File: config.mk
export PLATFORM = sky130hd
export DESIGN_NAME = wb_reg_master_flat
export DESIGN_NICKNAME = d
export VERILOG_FILES = /design/src/rtl/wb_master_pkg.sv /design/src/rtl/wb_reg_master_if.sv /design/src/rtl/wb_reg_master.sv /design/src/flat_wrapper.sv
export SDC_FILE = /design/constraint.sdc
export NUM_CORES = 1
export LEC_CHECK = 0
export ABC_CLOCK_PERIOD_IN_PS = 6090
export BUFFER_PORTS_ARGS = -buffer_cell sky130_fd_sc_hd__buf_2
export CAP_MARGIN = 0
export CORE_AREA = 4 4 107 109
export CTS_CLUSTER_DIAMETER = 30
export DETAILED_ROUTE_END_ITERATION = 10
export DIE_AREA = 0 0 111 113
export HOLD_SLACK_MARGIN = 0.12
export PLACE_DENSITY = 0.83
export SLEW_MARGIN = 20
export SYNTH_ARGS = -nofsm -noshare
export SYNTH_HDL_FRONTEND = slang
export SYNTH_SLANG_ARGS = --single-unit
File: constraint.sdc
create_clock -name clk_i -period 6.09 [get_ports clk_i]
set_clock_uncertainty 0.1 [all_clocks]
set_input_delay 0 -clock clk_i [delete_from_list [all_inputs] [get_ports clk_i]]
set_output_delay 0 -clock clk_i [all_outputs]
set_load 0.1 [all_outputs]
File: src/rtl/wb_master_pkg.sv
// Shared definitions for the Wishbone register-bank initiator:
// FSM state encoding, response status codes and the bus data width.
package wb_master_pkg;

  localparam int WB_DATA_W = 32;

  typedef enum logic [1:0] {
    IDLE   = 2'd0,
    STROBE = 2'd1,
    WAIT   = 2'd2,
    GAP    = 2'd3
  } state_e;

  typedef logic [1:0] status_t;

  localparam status_t ST_OK      = 2'b00;
  localparam status_t ST_ERR     = 2'b01;
  localparam status_t ST_TIMEOUT = 2'b10;
  localparam status_t ST_RETRY   = 2'b11;

endpackage

File: src/rtl/wb_reg_master_if.sv
// Bundle of the command/response handshake and the Wishbone bus seen by
// wb_reg_master. The master modport is the initiator's view; the slave
// modport is the view of whatever sits around it (host side plus bus slave).
interface wb_reg_master_if
  import wb_master_pkg::*;
#(
  parameter int ADDR_WIDTH = 32
);

  // command / response side
  logic                  cmd_valid_i;
  logic                  cmd_ready_o;
  logic                  cmd_we_i;
  logic [ADDR_WIDTH-1:0] cmd_adr_i;
  logic [WB_DATA_W-1:0]  cmd_dat_i;
  logic [3:0]            cmd_sel_i;
  logic                  rsp_valid_o;
  logic [WB_DATA_W-1:0]  rsp_dat_o;
  status_t               rsp_status_o;

  // Wishbone side
  logic                  wb_cyc_o;
  logic                  wb_stb_o;
  logic                  wb_we_o;
  logic [ADDR_WIDTH-1:0] wb_adr_o;
  logic [3:0]            wb_sel_o;
  logic [WB_DATA_W-1:0]  wb_dat_o;
  logic                  wb_ack_i;
  logic                  wb_err_i;
  logic                  wb_rty_i;
  logic                  wb_stall_i;
  logic [WB_DATA_W-1:0]  wb_dat_i;

  modport master (
    input  cmd_valid_i, cmd_we_i, cmd_adr_i, cmd_dat_i, cmd_sel_i,
    output cmd_ready_o, rsp_valid_o, rsp_dat_o, rsp_status_o,
    output wb_cyc_o, wb_stb_o, wb_we_o, wb_adr_o, wb_sel_o, wb_dat_o,
    input  wb_ack_i, wb_err_i, wb_rty_i, wb_stall_i, wb_dat_i
  );

  modport slave (
    output cmd_valid_i, cmd_we_i, cmd_adr_i, cmd_dat_i, cmd_sel_i,
    input  cmd_ready_o, rsp_valid_o, rsp_dat_o, rsp_status_o,
    input  wb_cyc_o, wb_stb_o, wb_we_o, wb_adr_o, wb_sel_o, wb_dat_o,
    output wb_ack_i, wb_err_i, wb_rty_i, wb_stall_i, wb_dat_i
  );

endinterface

File: src/rtl/wb_reg_master.sv
// Single-outstanding pipelined Wishbone initiator. Takes one command on a
// valid/ready handshake, runs one bus cycle (with retry on rty and a
// per-attempt timeout) and returns a one-cycle response pulse.
module wb_reg_master
  import wb_master_pkg::*;
#(
  parameter int ADDR_WIDTH = 32,
  parameter int TIMEOUT    = 255,
  parameter int RETRY_MAX  = 3
) (
  input  logic           clk_i,
  input  logic           rst_n_i,
  wb_reg_master_if.master bus
);

  localparam int TW = $clog2(TIMEOUT + 1);
  localparam int RW = (RETRY_MAX < 1) ? 1 : $clog2(RETRY_MAX + 1);
  localparam logic [TW-1:0] TCNT_MAX = TW'(TIMEOUT);
  localparam logic [RW-1:0] RCNT_MAX = RW'(RETRY_MAX);

  state_e                state_reg, state_next;
  logic [TW-1:0]         tcnt_reg, tcnt_next, tcnt_inc;
  logic [RW-1:0]         rcnt_reg, rcnt_next;
  logic                  ready_reg;
  logic                  rsp_valid_reg, rsp_valid_next;
  logic [WB_DATA_W-1:0]  rsp_dat_reg, rsp_dat_next;
  status_t               rsp_status_reg, rsp_status_next;
  logic                  we_reg;
  logic [ADDR_WIDTH-1:0] adr_reg;
  logic [3:0]            sel_reg;
  logic [WB_DATA_W-1:0]  dat_reg;
  logic                  cmd_accept;

  assign cmd_accept = bus.cmd_valid_i && ready_reg;

  // tcnt_inc is the number of cyc-high cycles of this attempt including the
  // current one, so the timeout fires after exactly TIMEOUT cycles of cyc.
  assign tcnt_inc = (tcnt_reg == TCNT_MAX) ? tcnt_reg : tcnt_reg + 1'b1;

  // Next-state, counters and response: err beats ack beats rty beats timeout.
  always_comb begin
    state_next      = state_reg;
    tcnt_next       = tcnt_reg;
    rcnt_next       = rcnt_reg;
    rsp_valid_next  = 1'b0;
    rsp_dat_next    = rsp_dat_reg;
    rsp_status_next = rsp_status_reg;
    case (state_reg)
      IDLE: begin
        if (cmd_accept) begin
          state_next = STROBE;
          tcnt_next  = '0;
          rcnt_next  = '0;
        end
      end
      STROBE, WAIT: begin
        tcnt_next = tcnt_inc;
        if (state_reg == STROBE && !bus.wb_stall_i) begin
          state_next = WAIT;
        end
        if (bus.wb_err_i) begin
          state_next      = IDLE;
          rsp_valid_next  = 1'b1;
          rsp_status_next = ST_ERR;
          rsp_dat_next    = '0;
        end else if (bus.wb_ack_i) begin
          state_next      = IDLE;
          rsp_valid_next  = 1'b1;
          rsp_status_next = ST_OK;
          rsp_dat_next    = we_reg ? '0 : bus.wb_dat_i;
        end else if (bus.wb_rty_i) begin
          if (rcnt_reg < RCNT_MAX) begin
            state_next = GAP;
            rcnt_next  = rcnt_reg + 1'b1;
            tcnt_next  = '0;
          end else begin
            state_next      = IDLE;
            rsp_valid_next  = 1'b1;
            rsp_status_next = ST_RETRY;
            rsp_dat_next    = '0;
          end
        end else if (tcnt_inc == TCNT_MAX) begin
          state_next      = IDLE;
          rsp_valid_next  = 1'b1;
          rsp_status_next = ST_TIMEOUT;
          rsp_dat_next    = '0;
        end
      end
      GAP: begin
        // one cyc-low cycle between attempts, then re-issue the held command
        state_next = STROBE;
      end
      default: begin
        state_next = IDLE;
      end
    endcase
  end

  // State, counters, handshake ready and response registers.
  always_ff @(posedge clk_i or negedge rst_n_i) begin
    if (!rst_n_i) begin
      state_reg      <= IDLE;
      tcnt_reg       <= '0;
      rcnt_reg       <= '0;
      ready_reg      <= 1'b0;
      rsp_valid_reg  <= 1'b0;
      rsp_dat_reg    <= '0;
      rsp_status_reg <= ST_OK;
    end else begin
      state_reg      <= state_next;
      tcnt_reg       <= tcnt_next;
      rcnt_reg       <= rcnt_next;
      ready_reg      <= (state_next == IDLE);
      rsp_valid_reg  <= rsp_valid_next;
      rsp_dat_reg    <= rsp_dat_next;
      rsp_status_reg <= rsp_status_next;
    end
  end

  // Capture the command on acceptance; held through retries and in IDLE.
  always_ff @(posedge clk_i or negedge rst_n_i) begin
    if (!rst_n_i) begin
      we_reg  <= 1'b0;
      adr_reg <= '0;
      sel_reg <= '0;
      dat_reg <= '0;
    end else if (cmd_accept) begin
      we_reg  <= bus.cmd_we_i;
      adr_reg <= bus.cmd_adr_i;
      sel_reg <= bus.cmd_sel_i;
      dat_reg <= bus.cmd_we_i ? bus.cmd_dat_i : '0;
    end
  end

  // cyc/stb decode straight from the state flop so reset drops them at once.
  assign bus.wb_cyc_o     = (state_reg == STROBE) || (state_reg == WAIT);
  assign bus.wb_stb_o     = (state_reg == STROBE);
  assign bus.wb_we_o      = we_reg;
  assign bus.wb_adr_o     = adr_reg;
  assign bus.wb_sel_o     = sel_reg;
  assign bus.wb_dat_o     = dat_reg;
  assign bus.cmd_ready_o  = ready_reg;
  assign bus.rsp_valid_o  = rsp_valid_reg;
  assign bus.rsp_dat_o    = rsp_dat_reg;
  assign bus.rsp_status_o = rsp_status_reg;

endmodule

File: src/flat_wrapper.sv
// flat-port wrapper written by rule: the top's interface ports become plain ports
module wb_reg_master_flat import wb_master_pkg::*;
#(
  parameter int ADDR_WIDTH = 32,
  parameter int TIMEOUT    = 255,
  parameter int RETRY_MAX  = 3
)
  (clk_i, rst_n_i, bus_cmd_valid_i, bus_cmd_we_i, bus_cmd_adr_i, bus_cmd_dat_i, bus_cmd_sel_i, bus_cmd_ready_o, bus_rsp_valid_o, bus_rsp_dat_o, bus_rsp_status_o, bus_wb_cyc_o, bus_wb_stb_o, bus_wb_we_o, bus_wb_adr_o, bus_wb_sel_o, bus_wb_dat_o, bus_wb_ack_i, bus_wb_err_i, bus_wb_rty_i, bus_wb_stall_i, bus_wb_dat_i);
  wb_reg_master_if #(.ADDR_WIDTH(ADDR_WIDTH)) bus_i ();
  input  logic clk_i;
  input  logic rst_n_i;
  input wire logic [$bits(bus_i.cmd_valid_i)-1:0] bus_cmd_valid_i;
  input wire logic [$bits(bus_i.cmd_we_i)-1:0] bus_cmd_we_i;
  input wire logic [$bits(bus_i.cmd_adr_i)-1:0] bus_cmd_adr_i;
  input wire logic [$bits(bus_i.cmd_dat_i)-1:0] bus_cmd_dat_i;
  input wire logic [$bits(bus_i.cmd_sel_i)-1:0] bus_cmd_sel_i;
  output wire logic [$bits(bus_i.cmd_ready_o)-1:0] bus_cmd_ready_o;
  output wire logic [$bits(bus_i.rsp_valid_o)-1:0] bus_rsp_valid_o;
  output wire logic [$bits(bus_i.rsp_dat_o)-1:0] bus_rsp_dat_o;
  output wire logic [$bits(bus_i.rsp_status_o)-1:0] bus_rsp_status_o;
  output wire logic [$bits(bus_i.wb_cyc_o)-1:0] bus_wb_cyc_o;
  output wire logic [$bits(bus_i.wb_stb_o)-1:0] bus_wb_stb_o;
  output wire logic [$bits(bus_i.wb_we_o)-1:0] bus_wb_we_o;
  output wire logic [$bits(bus_i.wb_adr_o)-1:0] bus_wb_adr_o;
  output wire logic [$bits(bus_i.wb_sel_o)-1:0] bus_wb_sel_o;
  output wire logic [$bits(bus_i.wb_dat_o)-1:0] bus_wb_dat_o;
  input wire logic [$bits(bus_i.wb_ack_i)-1:0] bus_wb_ack_i;
  input wire logic [$bits(bus_i.wb_err_i)-1:0] bus_wb_err_i;
  input wire logic [$bits(bus_i.wb_rty_i)-1:0] bus_wb_rty_i;
  input wire logic [$bits(bus_i.wb_stall_i)-1:0] bus_wb_stall_i;
  input wire logic [$bits(bus_i.wb_dat_i)-1:0] bus_wb_dat_i;
  assign bus_i.cmd_valid_i = bus_cmd_valid_i;
  assign bus_i.cmd_we_i = bus_cmd_we_i;
  assign bus_i.cmd_adr_i = bus_cmd_adr_i;
  assign bus_i.cmd_dat_i = bus_cmd_dat_i;
  assign bus_i.cmd_sel_i = bus_cmd_sel_i;
  assign bus_cmd_ready_o = bus_i.cmd_ready_o;
  assign bus_rsp_valid_o = bus_i.rsp_valid_o;
  assign bus_rsp_dat_o = bus_i.rsp_dat_o;
  assign bus_rsp_status_o = bus_i.rsp_status_o;
  assign bus_wb_cyc_o = bus_i.wb_cyc_o;
  assign bus_wb_stb_o = bus_i.wb_stb_o;
  assign bus_wb_we_o = bus_i.wb_we_o;
  assign bus_wb_adr_o = bus_i.wb_adr_o;
  assign bus_wb_sel_o = bus_i.wb_sel_o;
  assign bus_wb_dat_o = bus_i.wb_dat_o;
  assign bus_i.wb_ack_i = bus_wb_ack_i;
  assign bus_i.wb_err_i = bus_wb_err_i;
  assign bus_i.wb_rty_i = bus_wb_rty_i;
  assign bus_i.wb_stall_i = bus_wb_stall_i;
  assign bus_i.wb_dat_i = bus_wb_dat_i;
  wb_reg_master #(.ADDR_WIDTH(ADDR_WIDTH), .TIMEOUT(TIMEOUT), .RETRY_MAX(RETRY_MAX)) u_core (.clk_i(clk_i), .rst_n_i(rst_n_i), .bus(bus_i));
endmodule
==> flow_metrics.env, run 1 <==
export IMPL_cts_root_buf="clkbuf_8"
export IMPL_synth_seq_cells=117
export IMPL_place_congestion=0.924
export IMPL_synth_area_top_cells="dfrtp_1 (55%), mux2_2 (8.0%), nand2_1 (5.3%)"
export IMPL_die_x_um=111
export IMPL_stop_stage="clock tree synthesis"
export IMPL_synth_warnings=0
export IMPL_yosysTopAreaCell="dfrtp_1"
export IMPL_cts_buffers=17
export IMPL_dp_hpwl_um=10000
export IMPL_ys_top_cells_by_count="dfrtp_1 (117), nand2_1 (75), o21ai_0 (41)"
export IMPL_start_util=0.504
export IMPL_synthArstFlopShare=1.00
export IMPL_seq_area_frac_synth=0.548
export IMPL_holdBufCountCts=170
export IMPL_synth_edf_count=0
export IMPL_clock_sinks=117
export IMPL_outcome="stopped before the end"
export IMPL_error="[ERROR RSZ-0060] Max buffer count reached."
export IMPL_syn_avg_cell_area_um2=10.9
export IMPL_die_h_um=113
export IMPL_synth_most_common_cell="dfrtp_1"
export IMPL_synth_top_area_frac=0.548
export IMPL_synthFlopType="dfrtp_1"
export IMPL_boundaryPins=215
export IMPL_synthCells=489
export IMPL_post_cts_resized=0
export IMPL_rows=38
export IMPL_clockBufferDepth=2
export IMPL_synth_fp_nets=603
export IMPL_postCtsSetupRepairBufs=0
export IMPL_syn_area_um2=5350
export IMPL_synth_cell_types=53
export IMPL_port_buffers=214
export IMPL_htreeDepth=4
## stage by stage
| step | cell area (µm²) | setup WS (ns) | util | hold WS, ns | instances |
|---|---|---|---|---|---|
| after detailed placement | 6470 | 3.37 | 0.610 | -0.101 | 814 |
| after global placement | 6470 | 3.51 | 0.610 | -0.110 | 814 |
| after floorplan | 5350 | 3.34 | - | -0.396 | 489 |
## cell families after synthesis
group,count (synthesis),synth area share
AND/OR/NAND/NOR,116,0.0997
adder cells (fa/ha/maj),6,0.0140
flip-flops,117,0.548
multiplexers,39,0.0842
buffers and inverters,72,0.0590
XOR/XNOR,1,0.00164
AO/OA/AOI/OAI,138,0.194
==> run 2, diff against run 1 <==
--- a/config.mk
+++ b/config.mk
@@ -8,12 +8,10 @@
 export ABC_CLOCK_PERIOD_IN_PS = 6090
 export BUFFER_PORTS_ARGS = -buffer_cell sky130_fd_sc_hd__buf_2
 export CAP_MARGIN = 0
-export CORE_AREA = 4 4 107 109
-export CTS_CLUSTER_DIAMETER = 30
+export CORE_AREA = 4 4 121 123
 export DETAILED_ROUTE_END_ITERATION = 10
-export DIE_AREA = 0 0 111 113
-export HOLD_SLACK_MARGIN = 0.12
-export PLACE_DENSITY = 0.83
+export DIE_AREA = 0 0 125 127
+export PLACE_DENSITY_LB_ADDON = 0.15
 export SLEW_MARGIN = 20
 export SYNTH_ARGS = -nofsm -noshare
 export SYNTH_HDL_FRONTEND = slang
==> flow_metrics.env, run 2 <==
export IMPL_outcome="complete, no violations"
export IMPL_post_cts_resized=0
export IMPL_final_nets=913
export IMPL_hold_viol=0
export IMPL_syn_avg_cell_area_um2=10.9
export IMPL_setup_viol=0
export IMPL_grt_ovfl_total=0
export IMPL_wl_per_cell_um=15.4
export IMPL_antenna_cells=0
export IMPL_firstDrtPassIters=5
export IMPL_vias_per_cell=4.85
export IMPL_wl_met1_um=6460
export IMPL_dr_wl_met2_um=7510
export IMPL_nFillCells=1129
export IMPL_postCtsSetupRepairBufs=0
export IMPL_grt_setup_unrepaired="no"
export IMPL_syn_area_um2=5350
export IMPL_boundaryPins=215
export IMPL_drv_cap=0
export IMPL_worstHoldPathType="in2async"
export IMPL_die_h_um=127
export IMPL_synth_area_top_cells="dfrtp_1 (55%), mux2_2 (8.0%), nand2_1 (5.3%)"
export IMPL_routed_wl_um=15300
export IMPL_synthFlopType="dfrtp_1"
export IMPL_core_area_um2=13700
export IMPL_holdBufCountCts=107
export IMPL_synth_seq_cells=117
export IMPL_dp_hpwl_um=9830
export IMPL_clk_pin_slew_worst_paths_ns=0.05
export IMPL_slew_headroom=0.356
export IMPL_grt_max_degree=78
export IMPL_top_layer="met4"
export IMPL_place_congestion=0.872
export IMPL_period_share=0.528
export IMPL_die_x_um=125
export IMPL_synth_fp_nets=603
export IMPL_reg2reg_depth=8
export IMPL_mostFrequentLayoutCell="buf_2"
export IMPL_final_seq_area_um2=2930
export IMPL_area_growth_pct=52.4
export IMPL_seq_area_frac_synth=0.548
export IMPL_insertion_delay_ns=0.41
export IMPL_synth_cell_types=53
export IMPL_synthCells=489
export IMPL_path_cells="ha_1 > nand3_1 > a2111oi_2 > o31ai_1 > o21ai_4 > buf_4 > o221a_2 > dlygate4sd3_1"
export IMPL_htreeDepth=4
export IMPL_crit_path_max_fanout=37
export IMPL_worst_pin_slew_ns=0.966
export IMPL_vias=4812
export IMPL_max_stage_delay_ns=0.54
export IMPL_yosysTopAreaCell="dfrtp_1"
export IMPL_synth_warnings=0
export IMPL_slew_viol_final=0
export IMPL_drt_iter0_markers=214
export IMPL_antenna_left=0
export IMPL_synth_edf_count=0
export IMPL_grt_pass1_wl_um=25300
export IMPL_port_buffers=214
export IMPL_max_freq_mhz=311
export IMPL_fin_tns_setup_ns=0
export IMPL_cts_tree="built"
export IMPL_route_detailed_drc=0
export IMPL_clockBufferDepth=2
export IMPL_antenna_found_initial=0
export IMPL_multiInputGateArea_um2=2120
export IMPL_cts_root_buf="clkbuf_16"
export IMPL_grt_pass1_vias=4911
export IMPL_cp_start_kind="register"
export IMPL_synth_top_area_frac=0.548
export IMPL_rows=43
export IMPL_die_area_um2=15900
export IMPL_crit_type="reg2reg"
export IMPL_globalRouteTotalUtil=0.198
export IMPL_drive_above_1_share=0.405
export IMPL_wl_met3_um=990
export IMPL_cts_buffers=17
export IMPL_period_minus_slack_ns=3.21
export IMPL_start_util=0.391
export IMPL_layout_common_cells="buf_2 (213), dfrtp_1 (117), dlygate4sd3_1 (107), nand2_1 (74), o21ai_0 (41)"
export IMPL_synthArstFlopShare=1.00
export IMPL_arrival_ns=3.46
export IMPL_clock_sinks=117
export IMPL_cp_data_required_time_ns=6.34
export IMPL_synth_most_common_cell="dfrtp_1"
export IMPL_ys_top_cells_by_count="dfrtp_1 (117), nand2_1 (75), o21ai_0 (41)"
export IMPL_worst_setup_path_end_kind="register"
export IMPL_slowest_stage="dlygate4sd3_1"
run 2: cell counts after synthesis:
No cell type changed its count.
run 2: kinds of logic after synthesis:
family	after synthesis	synth area share
buffers and inverters	72	0.0590
and+or+nand+nor	116	0.0997
AOI/OAI and AO/OA	138	0.194
muxes	39	0.0842
adders and majority gates	6	0.0140
xor gates and xnor gates	1	0.00164
DFF	117	0.548
run 2: final timing paths:
path | slack [ns] | start | end
worst max-delay path | 2.88 | u_core.tcnt_reg[0] | u_core.bus.rsp_status_o[0]
max in group asynchronous | 4.47 | rst_n_i | u_core.bus.wb_dat_o[3]
worst min register to register | 0.37 | u_core.bus.wb_dat_o[5] | u_core.bus.wb_dat_o[5]
min in group clk_i | 0.03 | bus_cmd_we_i | u_core.bus.wb_dat_o[22]
worst max register to register | 2.88 | u_core.tcnt_reg[0] | u_core.bus.rsp_status_o[0]
worst min-delay path | 0.02 | rst_n_i | u_core.bus.wb_dat_o[16]
run 2: layer usage:
metal / global-route usage / vias to the layer above
li1: - / 2333
met1: 0.246 / 2263
met2: 0.326 / 188
met3: 0.0543 / 28
met4: 0.0823 / 0
met5: 0 / -
run 2: metrics by stage:
stage | area [µm²] | utilization | cells | setup WS [ns] | hold WS, ns
2_1_floorplan | 5350 | - | 489 | 3.34 | -0.396
3_3_place_gp | 6510 | 0.476 | 853 | 3.50 | -0.0852
3_5_place_dp | 6510 | 0.476 | 853 | 3.43 | -0.0750
4_1_cts | 8140 | 0.596 | 992 | 2.89 | 0.00737
5_1_grt | 8150 | 0.596 | 992 | 2.67 | 0.0593
6_report | 8150 | 0.596 | 992 | 2.88 | 0.0186
run 2: cell type report:
| cell class | instances | area share |
|---|---|---|
| clock inverters | 10 | 0.0131 |
| well taps | 180 | 0.0276 |
| flip-flops and latches | 117 | 0.359 |
| repair buffers | 325 | 0.267 |
| inverters | 38 | 0.0175 |
| clock buffers | 22 | 0.0557 |
| multi-input cells | 300 | 0.260 |
run 2: worst max-delay path: cells and delay by family (launching register included):
| kind | cells | cell delay [ns] |
|---|---|---|
| buffers and inverters | 2 | 1.04 |
| AOI/OAI and AO/OA | 4 | 0.94 |
| DFF | 1 | 0.53 |
| adders and majority gates | 1 | 0.39 |
| and+or+nand+nor | 1 | 0.14 |
Power of run 2 is left out: the tool's default activity adds up to more than one toggle a clock period on the data nets, which glitch-free logic cannot reach.
==> run 3, diff against run 2 <==
--- a/config.mk
+++ b/config.mk
@@ -5,7 +5,7 @@
 export SDC_FILE = /design/constraint.sdc
 export NUM_CORES = 1
 export LEC_CHECK = 0
-export ABC_CLOCK_PERIOD_IN_PS = 6090
+export ABC_CLOCK_PERIOD_IN_PS = 2700
 export BUFFER_PORTS_ARGS = -buffer_cell sky130_fd_sc_hd__buf_2
 export CAP_MARGIN = 0
 export CORE_AREA = 4 4 121 123
==> constraint.sdc (replaced) <==
create_clock -name clk_i -period 2.7 [get_ports clk_i]
set_clock_uncertainty 0.1 [all_clocks]
set_input_delay 0 -clock clk_i [delete_from_list [all_inputs] [get_ports clk_i]]
set_output_delay 0 -clock clk_i [all_outputs]
set_load 0.1 [all_outputs]
==> flow_metrics.env, run 3 (synthesis results as in run 2) <==
export IMPL_outcome="complete, no violations"
export IMPL_drive_above_1_share=0.413
export IMPL_grt_max_degree=73
export IMPL_grt_ovfl_total=0
export IMPL_crit_type="reg2reg"
export IMPL_firstDrtPassIters=4
export IMPL_worstHoldPathType="in2reg"
export IMPL_grt_setup_unrepaired="no"
export IMPL_final_seq_area_um2=2930
export IMPL_max_stage_delay_ns=0.48
export IMPL_clock_sinks=117
export IMPL_routed_wl_um=15500
export IMPL_path_cells="ha_1 > nand2_2 > o211a_1 > o32ai_2 > o21ai_4 > buf_4 > o31ai_1"
export IMPL_fin_tns_setup_ns=0
export IMPL_slew_headroom=0.580
export IMPL_worst_path_stages=7
export IMPL_place_congestion=0.899
export IMPL_die_area_um2=15900
export IMPL_antenna_found_initial=0
export IMPL_core_area_um2=13700
export IMPL_antenna_cells=0
export IMPL_die_h_um=127
export IMPL_layout_common_cells="buf_2 (213), dfrtp_1 (117), dlygate4sd3_1 (107), nand2_1 (74), o21ai_0 (41)"
export IMPL_grt_pass1_wl_um=24900
export IMPL_area_growth_pct=53.7
export IMPL_drt_iter0_markers=224
export IMPL_vias_per_cell=4.86
export IMPL_multiInputGateArea_um2=2110
export IMPL_period_share=0.898
export IMPL_port_buffers=214
export IMPL_cts_buffers=17
export IMPL_route_detailed_drc=0
export IMPL_rr_endpoint="u_core.state_reg[1]"
export IMPL_htreeDepth=4
export IMPL_cp_data_required_time_ns=2.90
export IMPL_period_minus_slack_ns=2.43
export IMPL_crit_family="compound AO/OA/AOI/OAI gates"
export IMPL_nFillCells=1129
export IMPL_arrival_ns=2.63
export IMPL_start_util=0.391
export IMPL_path_buf_inv=1
export IMPL_clockBufferDepth=2
export IMPL_hold_viol=0
export IMPL_cts_root_buf="clkbuf_16"
export IMPL_endpoint="u_core.state_reg[1]"
export IMPL_wl_per_cell_um=15.5
export IMPL_crit_start="u_core.tcnt_reg[1]"
export IMPL_rows=43
export IMPL_dp_hpwl_um=10300
export IMPL_r2r_start="u_core.tcnt_reg[1]"
export IMPL_worst_pin_slew_ns=0.631
export IMPL_slew_viol_final=0
export IMPL_antenna_left=0
export IMPL_setup_viol=0
export IMPL_crit_path_max_fanout=9
export IMPL_grt_pass1_vias=4939
export IMPL_r2r_slack_ns=0.27
export IMPL_boundaryPins=215
export IMPL_insertion_delay_ns=0.40
export IMPL_die_x_um=125
export IMPL_drv_cap=0
export IMPL_max_freq_mhz=412
export IMPL_globalRouteTotalUtil=0.192
export IMPL_mostFrequentLayoutCell="buf_2"
export IMPL_final_nets=917
export IMPL_cts_tree="built"
export IMPL_clk_pin_slew_worst_paths_ns=0.05
export IMPL_worst_setup_path_end_kind="register"
export IMPL_slowest_stage="dfrtp_1"
export IMPL_postCtsSetupRepairBufs=0
export IMPL_reg2reg_depth=7
export IMPL_vias=4837
export IMPL_cp_start_kind="register"
-- run 3: changes by cell type in the layout (fill, tap and decap cells not counted), sizes merged --
cell | before | now
clkinvlp | 1 | 6
bufinv | 2 | 1
clkbuf | 22 | 21
buf | 218 | 222
clkinv | 7 | 1
inv | 38 | 40
-- run 3: tightest hold or removal path, stage by stage --
cell     delay, ns
buf_2         0.30
nand2_1       0.12
o21ai_0       0.06
-- run 3: area by class of cell --
cell class              instances  share of cell area
multi-input cells             300               0.257
well taps                     180              0.0274
flip-flops and latches        117               0.356
repair buffers                329               0.271
clock inverters                10              0.0119
clock buffers                  21              0.0585
inverters                      38              0.0174
-- run 3: per-stage QoR --
step / setup slack, ns / instance area (µm²) / hold slack, ns / utilization / cells
after floorplan: 0.168 / 5350 / -0.396 / - / 489
after global placement: 0.406 / 6570 / -0.0375 / 0.481 / 857
after detailed placement: 0.281 / 6570 / -0.0414 / 0.481 / 857
after CTS: 0.273 / 8220 / 0.0135 / 0.601 / 995
after global routing: 0.0735 / 8220 / 0.0509 / 0.601 / 995
final: 0.274 / 8220 / 0.0306 / 0.601 / 995
-- run 3: routing by layer --
layer	part of all wire	routed length [µm]	vias to the layer above	track usage
met1	0.41	6390	2312	0.234
met4	0.019	289	0	0.0638
met5	0	0	-	0
met2	0.51	7860	176	0.334
li1	-	-	2326	-
met3	0.060	923	23	0.0481
-- run 3: how the worst min path moves through the flow --
stage | startpoint | to | slack (ns) | cells past startpoint
after floorplan | rst_n_i | u_core.bus.cmd_ready_o | -0.40 | 0
after global placement | rst_n_i | u_core.bus.wb_dat_o[11] | -0.04 | 1
after detailed placement | rst_n_i | u_core.bus.wb_dat_o[11] | -0.04 | 1
after CTS | bus_cmd_we_i | u_core.bus.wb_dat_o[20] | 0.01 | 3
after global routing | bus_cmd_we_i | u_core.bus.wb_dat_o[0] | 0.05 | 3
final | bus_cmd_we_i | u_core.bus.wb_dat_o[20] | 0.03 | 3
-- run 3: what timing repair did --
item / CTS / global route
endpoints found under the setup margin: 0 / 0
hold endpoints to repair: 151 / 0
hold buffers: 107 / 0
gates resized for setup: 0 / 0
Power of run 3 is left out for the same reason.
